==> src/rtl/jts16_irq_ctrl_pkg.sv <==
// Shared constants and helpers for the System 16 68000 interrupt controller.
// The level map packs 3-bit IPL fields. lvl_of() extracts the field for source i.
package jts16_irq_pkg;

    localparam logic [2:0] IPL_NONE = 3'd0;
    localparam logic [2:0] IPL_VBL  = 3'd4;
    localparam logic [2:0] IPL_SND  = 3'd2;
    localparam logic [2:0] FC_IACK  = 3'b111;

    // The map is zero-extended to 24 bits so that any NSRC from 1 to 8 fits.
    function automatic logic [2:0] lvl_of(input logic [23:0] map, input int i);
        return map[3*i +: 3];
    endfunction

endpackage

==> src/rtl/jts16_irq_ctrl_if.sv <==
// 68000 interrupt-side bus: address strobe, function code and A[3:1] from the CPU;
// the encoded IPL and the auto-vector (VPAn) request back to it.
interface jts16_irq_ctrl_if;

    logic       ASn;
    logic [2:0] FC;
    logic [2:0] A;
    logic [2:0] IPLn;
    logic       inta_n;

    modport master (output ASn, FC, A, input IPLn, inta_n);
    modport slave  (input ASn, FC, A, output IPLn, inta_n);

endinterface

==> src/rtl/jts16_irq_ctrl_prio.sv <==
// Priority resolver. It returns the highest IPL level among the active sources and
// a one-hot select of the lowest-index active source at the level sel_lvl.
module jts16_irq_prio
    import jts16_irq_pkg::*;
#(
    parameter int                NSRC    = 4,
    parameter logic [3*NSRC-1:0] LVL_MAP = 12'o4321
)(
    input  logic [NSRC-1:0] active,
    input  logic [2:0]      sel_lvl,
    output logic [2:0]      max_lvl,
    output logic [NSRC-1:0] sel
);

    logic [2:0] lv;
    logic       found;

    always_comb begin
        max_lvl = IPL_NONE;
        sel     = '0;
        lv      = IPL_NONE;
        found   = 1'b0;
        for (int i = 0; i < NSRC; i++) begin
            lv = lvl_of(24'(LVL_MAP), i);
            if (active[i] && lv > max_lvl)
                max_lvl = lv;
            // A level-0 source is disabled, so an acknowledge can never select it.
            if (active[i] && !found && lv == sel_lvl && lv != IPL_NONE) begin
                sel[i] = 1'b1;
                found  = 1'b1;
            end
        end
    end

endmodule

==> src/rtl/jts16_irq_ctrl.sv <==
// 68000 interrupt controller with NSRC sources. Each source is edge-latched or
// level-sensitive and can be masked. The CPU acknowledges through the auto-vector.
module jts16_irq_ctrl
    import jts16_irq_pkg::*;
#(
    parameter int                NSRC    = 4,
    parameter logic [3*NSRC-1:0] LVL_MAP = 12'o4321,
    parameter logic [NSRC-1:0]   EDGE    = 4'b1111
)(
    input  logic            clk,
    input  logic            rst_n,
    input  logic [NSRC-1:0] src,
    input  logic [NSRC-1:0] mask,
    jts16_irq_ctrl_if.slave cpu,
    output logic [NSRC-1:0] pend,
    output logic [7:0]      ack_cnt
);

    logic [NSRC-1:0] src_d;
    logic [NSRC-1:0] pend_q;
    logic [NSRC-1:0] active;
    logic [NSRC-1:0] set;
    logic [NSRC-1:0] clr;
    logic [NSRC-1:0] sel;
    logic [2:0]      lvl;
    logic            inta_d;
    logic            iack_stb;

    assign cpu.inta_n = !(cpu.FC == FC_IACK && !cpu.ASn);
    // inta_d resets to 1. An IACK that is still open when reset is released
    // therefore produces one new strobe.
    assign iack_stb   = !cpu.inta_n && inta_d;

    // Level sources bypass the latch. Masking only hides a source; it does not clear it.
    assign pend   = (pend_q & EDGE) | (src & ~EDGE);
    assign active = pend & ~mask;
    assign set    = src & ~src_d & ~mask;
    assign clr    = {NSRC{iack_stb}} & sel;

    jts16_irq_prio #(
        .NSRC    (NSRC),
        .LVL_MAP (LVL_MAP)
    ) u_prio (
        .active  (active),
        .sel_lvl (cpu.A),
        .max_lvl (lvl),
        .sel     (sel)
    );

    always_ff @(posedge clk or negedge rst_n) begin
        if (!rst_n) begin
            src_d    <= '0;
            pend_q   <= '0;
            inta_d   <= 1'b1;
            cpu.IPLn <= 3'b111;
            ack_cnt  <= 8'd0;
        end else begin
            src_d    <= src;
            inta_d   <= cpu.inta_n;
            // A new edge takes priority over a clear in the same cycle, so the event is kept.
            pend_q   <= (set | (pend_q & ~clr)) & EDGE;
            cpu.IPLn <= ~lvl;
            if (iack_stb)
                ack_cnt <= ack_cnt + 8'd1;
        end
    end

endmodule

==> src/flat_wrapper.sv <==
// flat-port wrapper written by rule: the top's interface ports become plain ports
module jts16_irq_ctrl_flat import jts16_irq_pkg::*;
#(
    parameter int                NSRC    = 4,
    parameter logic [3*NSRC-1:0] LVL_MAP = 12'o4321,
    parameter logic [NSRC-1:0]   EDGE    = 4'b1111
)
  (clk, rst_n, src, mask, pend, ack_cnt, cpu_ASn, cpu_FC, cpu_A, cpu_IPLn, cpu_inta_n);
  jts16_irq_ctrl_if cpu_i ();
  input  logic clk;
  input  logic rst_n;
  input  logic [NSRC-1:0] src;
  input  logic [NSRC-1:0] mask;
  output logic [NSRC-1:0] pend;
  output logic [7:0] ack_cnt;
  input wire logic [$bits(cpu_i.ASn)-1:0] cpu_ASn;
  input wire logic [$bits(cpu_i.FC)-1:0] cpu_FC;
  input wire logic [$bits(cpu_i.A)-1:0] cpu_A;
  output wire logic [$bits(cpu_i.IPLn)-1:0] cpu_IPLn;
  output wire logic [$bits(cpu_i.inta_n)-1:0] cpu_inta_n;
  assign cpu_i.ASn = cpu_ASn;
  assign cpu_i.FC = cpu_FC;
  assign cpu_i.A = cpu_A;
  assign cpu_IPLn = cpu_i.IPLn;
  assign cpu_inta_n = cpu_i.inta_n;
  jts16_irq_ctrl #(.NSRC(NSRC), .LVL_MAP(LVL_MAP), .EDGE(EDGE)) u_core (.clk(clk), .rst_n(rst_n), .src(src), .mask(mask), .cpu(cpu_i), .pend(pend), .ack_cnt(ack_cnt));
endmodule
==> config.mk <==
export PLATFORM = sky130hd
export DESIGN_NAME = jts16_irq_ctrl_flat
export DESIGN_NICKNAME = d
export VERILOG_FILES = /design/src/rtl/jts16_irq_ctrl_pkg.sv /design/src/rtl/jts16_irq_ctrl_if.sv /design/src/rtl/jts16_irq_ctrl_prio.sv /design/src/rtl/jts16_irq_ctrl.sv /design/src/flat_wrapper.sv
export SDC_FILE = /design/constraint.sdc
export NUM_CORES = 1
export LEC_CHECK = 0
export BUFFER_PORTS_ARGS = -buffer_cell sky130_fd_sc_hd__buf_2
export CORE_MARGIN = 4
export CORE_UTILIZATION = 44
export CTS_BUF_LIST = sky130_fd_sc_hd__clkbuf_8
export DETAILED_ROUTE_END_ITERATION = 10
export GPL_ROUTABILITY_DRIVEN = 0
export GPL_TIMING_DRIVEN = 0
export PLACE_DENSITY = 0.8
export SLEW_MARGIN = 20
export SYNTH_ARGS = -nofsm -noshare
export SYNTH_HDL_FRONTEND = slang
export SYNTH_HIERARCHICAL = 1
export SYNTH_SLANG_ARGS = --single-unit
==> constraint.sdc <==
create_clock -name clk -period 1.6 [get_ports clk]
set_clock_uncertainty 0.15 [all_clocks]
set_input_delay 0.08 -clock clk [delete_from_list [all_inputs] [get_ports clk]]
set_output_delay 0.08 -clock clk [all_outputs]
set_load 0.02 [all_outputs]
==> results.txt <==
via count - 708
cell at the root of the clock tree - sky130_fd_sc_hd__clkbuf_8
starting utilization of the core area - 45.88%
Fillers - 172
Reg clk slew, reported paths - 70 ps
Std-Cell Rows - 16
fraction of layout instances using a drive strength above 1 - 42.86%
Crit-path slowest cell - sky130_fd_sc_hd__dlygate4sd3_1
commonest non-fill, non-tap cell in the layout - sky130_fd_sc_hd__buf_2
post-route clock period utilization - 90.78%
wire length of the first global-routing pass - 2980 um
number of top-level pins - 33
CTS Buf Count - 3
insertion delay of the later-clocked pin in the worst-skew pair - 260 ps
leading cell types in the layout, fill and taps excluded - sky130_fd_sc_hd__buf_2 (33), sky130_fd_sc_hd__dfrtp_1 (16), sky130_fd_sc_hd__dlygate4sd3_1 (6), sky130_fd_sc_hd__nor2_1 (6), sky130_fd_sc_hd__nand2_1 (5)
final standard cell count with taps included and fillers excluded - 146
post-synthesis average cell area - 11.57 um^2
sum of negative setup slack - 0 ps
net count after synthesis - 95
Crit path required time - 1590 ps
Avg WL per Cell - 12.45 um
core area - 1942 um^2
crit path cell chain - dlygate4sd3_1 -> buf_2 -> nor2b_2 -> nand2_1 -> nor3_1 -> nand2_1 -> o21ai_0 -> o21ai_0
detailed-route vias per instance - 4.849
detailed-route wire length - 1818 um
Peak supply drop - 0.9426 mV
critical setup path kind - input pin to flop
number of sinks driven by the clock tree - 20
drt first-iter violations - 10
Horiz. Die Dim - 53.00 um
leading area contributor after synthesis - sky130_fd_sc_hd__dfrtp_1
HPWL after detailed placement - 1346 um
port buffer count - 32
outcome - finished, final reports clean
antenna violations before repair - 0
Post-Place Cells - 136
height of the die - 53.00 um
cell count after synthesis - 77
Simple-Gate Fraction of Synth Area - 23.60%
Crit path arrival time - 1440 ps
leakage power - 0.5793 nW
overall track demand over capacity in global routing - 14.80%
setup-violating endpoint count in the final report - 0
post-synthesis mux area share - 1.685%
maximum number of pins on one net before global-route repair - 21
highest clock frequency the design can meet - 688.5 MHz
worst stage delay on the critical path - 540 ps
Yosys top cell area share - 44.94%
slew at the pin with the worst max-slew slack - 421.2 ps
final global-route overflow total - 0
Die Outline Area - 2808 um^2
nature of the critical path startpoint - input pin
clock tree from TritonCTS - yes
CP endpoint kind - flop
n_diodes - 0
clock period minus final worst setup slack - 1453 ps
synthesized-area fraction occupied by ao, oa, aoi and oai cells - 4.635%
Nets - 138
Synth cell types - 28
main combinational cell family by area after synthesis - simple AND/OR/NAND/NOR gates
H-Tree Depth - 1
max-slew violations - 0
post-synthesis instance area - 890.9 um^2
remaining number of nets flagged by the antenna check after routing - 0
vias in the first global route - 721
Synth Warn # - 6
count of maximum capacitance violations - 0
P per Cell Area - 1184 nW/um^2
sequential area share after synthesis - 56.74%
maximum clock path buffer count - 2
number of search-and-repair iterations in the first detailed-routing pass - 5
xor-xnor portion of the synthesized cell area - 6.882%
unrepaired setup endpoints after global routing - false
HP Class - input pin to flop
post-route DRC violation count - 0
setup slack of the worst register-to-register path - 200 ps
Final Hold Viols - 0
biggest area contributors in the synthesized netlist - sky130_fd_sc_hd__dfrtp_1 (45%), sky130_fd_sc_hd__dfstp_2 (12%), sky130_fd_sc_hd__xnor2_1 (3.9%)
Syn-to-layout area delta - 36.80%
Post-Synth Adder-Cell Area - 1.404%
post-CTS repair timing setup buffer count - 0
Slew HR - 71.92%
highest net fanout along the worst path - 4
flops & latches, synth - 20
==> state kept, by name, summed over array words and instances (netlist names) <==
register,count
u_core/inta_d,1
u_core/pend,4
u_core/cpu.IPLn,3
u_core/src_d,4
u_core/ack_cnt,8
==> timing repair <==
| action | CTS | global route |
|---|---|---|
| hold endpoints to repair | 29 | 0 |
| setup endpoints to repair | 0 | 1 |
| resized for setup | 0 | 1 |
| hold buffers | 6 | 0 |
==> path summary, 6_finish.rpt <==
path,from,endpoint,cells past startpoint
min in group asynchronous,rst_n,u_core/ack_cnt[6]$_DFFE_PN0N_,2
max in group asynchronous,rst_n,u_core/inta_d$_DFF_PN1_,2
min reg2reg,u_core/src_d[3]$_DFF_PN0_,u_core/pend[3]$_DFF_PN0_,1
max reg2reg,u_core/pend[2]$_DFF_PN0_,u_core/pend[2]$_DFF_PN0_,4
min,mask[1],u_core/pend[1]$_DFF_PN0_,3
max,mask[3],u_core/pend[3]$_DFF_PN0_,8
==> area by class of cell <==
| class | count | area [um^2] | share of cell area, % |
|---|---|---|---|
| inverter | 5 | 21.27 | 1.745 |
| timing repair buffer | 38 | 220.2 | 18.07 |
| buffer | 3 | 23.77 | 1.951 |
| tap | 27 | 33.78 | 2.772 |
| clock inverter | 1 | 30.03 | 2.464 |
| multi-input combinational | 49 | 342.8 | 28.13 |
| sequential | 20 | 505.5 | 41.48 |
| clock buffer | 3 | 41.29 | 3.388 |
==> logic make-up after synthesis <==
| kind of cell | after synthesis |
|---|---|
| multiplexers | 1 |
| flip-flops | 20 |
| AO/OA/AOI/OAI | 6 |
| buffers and inverters | 8 |
| adder cells (fa/ha/maj) | 1 |
| AND/OR/NAND/NOR | 34 |
| XOR/XNOR | 7 |
==> synth_stat cells <==
| cell | n |
|---|---|
| sky130_fd_sc_hd__nand2b_1 | 2 |
| sky130_fd_sc_hd__and4_1 | 1 |
| sky130_fd_sc_hd__and4b_2 | 1 |
| sky130_fd_sc_hd__xnor2_1 | 4 |
| sky130_fd_sc_hd__nor3_2 | 2 |
| sky130_fd_sc_hd__buf_4 | 1 |
| sky130_fd_sc_hd__nor3_1 | 1 |
| sky130_fd_sc_hd__a21oi_1 | 1 |
| sky130_fd_sc_hd__nand4_1 | 3 |
| sky130_fd_sc_hd__inv_4 | 1 |
| sky130_fd_sc_hd__nor2b_1 | 4 |
| sky130_fd_sc_hd__and4bb_2 | 2 |
| sky130_fd_sc_hd__nand3_1 | 4 |
| sky130_fd_sc_hd__and2_1 | 1 |
| sky130_fd_sc_hd__and3_1 | 1 |
| sky130_fd_sc_hd__nand2_1 | 5 |
| sky130_fd_sc_hd__buf_2 | 1 |
| sky130_fd_sc_hd__xor2_1 | 3 |
| sky130_fd_sc_hd__dfrtp_1 | 16 |
| sky130_fd_sc_hd__inv_1 | 4 |
| sky130_fd_sc_hd__and4b_1 | 1 |
| sky130_fd_sc_hd__ha_1 | 1 |
| sky130_fd_sc_hd__nor2_1 | 6 |
| sky130_fd_sc_hd__dfstp_2 | 4 |
| sky130_fd_sc_hd__buf_6 | 1 |
| sky130_fd_sc_hd__a22o_1 | 3 |
| sky130_fd_sc_hd__o21ai_0 | 2 |
| sky130_fd_sc_hd__mux2_4 | 1 |
==> through the flow <==
stage	setup slack (ps)	total power, W	hold WS [ps]	utilization, %	area (um^2)
3_5_place_dp	179.8	0.0009426	-110.6	55.86	1085
6_report	147.5	0.001443	0.9907	62.76	1219
2_1_floorplan	179.4	0.0008179	-365.6	-	890.9
5_1_grt	57.25	0.001516	9.494	62.76	1219
4_1_cts	89.05	0.001454	0.1255	62.63	1216
3_3_place_gp	202.8	0.0009245	-109.7	55.86	1085
==> layer usage <==
| layer | vias up | routed length (um) | global-route usage (%) |
|---|---|---|---|
| met2 | 18 | 1001 | 26.86 |
| met5 | - | 0 | 0 |
| met4 | 0 | 53 | 8.936 |
| met1 | 342 | 691 | 15.71 |
| met3 | 5 | 72 | 2.535 |
| li1 | 343 | - | - |
==> power breakdown <==
part | total, W | internal (W) | switching [W]
Combinational | 0.000311 | 0.000134 | 0.000177
Sequential | 0.000634 | 0.000572 | 0.0000615
Clock | 0.000498 | 0.000334 | 0.000164
Total | 0.00144 | 0.00104 | 0.000402
==> worst max-delay path, delay by kind of cell <==
family / cells / cell delay, ps
buf+inv: 2 / 670
simple gates: 4 / 460
compound gates: 2 / 240
(Power assumes the default switching activity.)
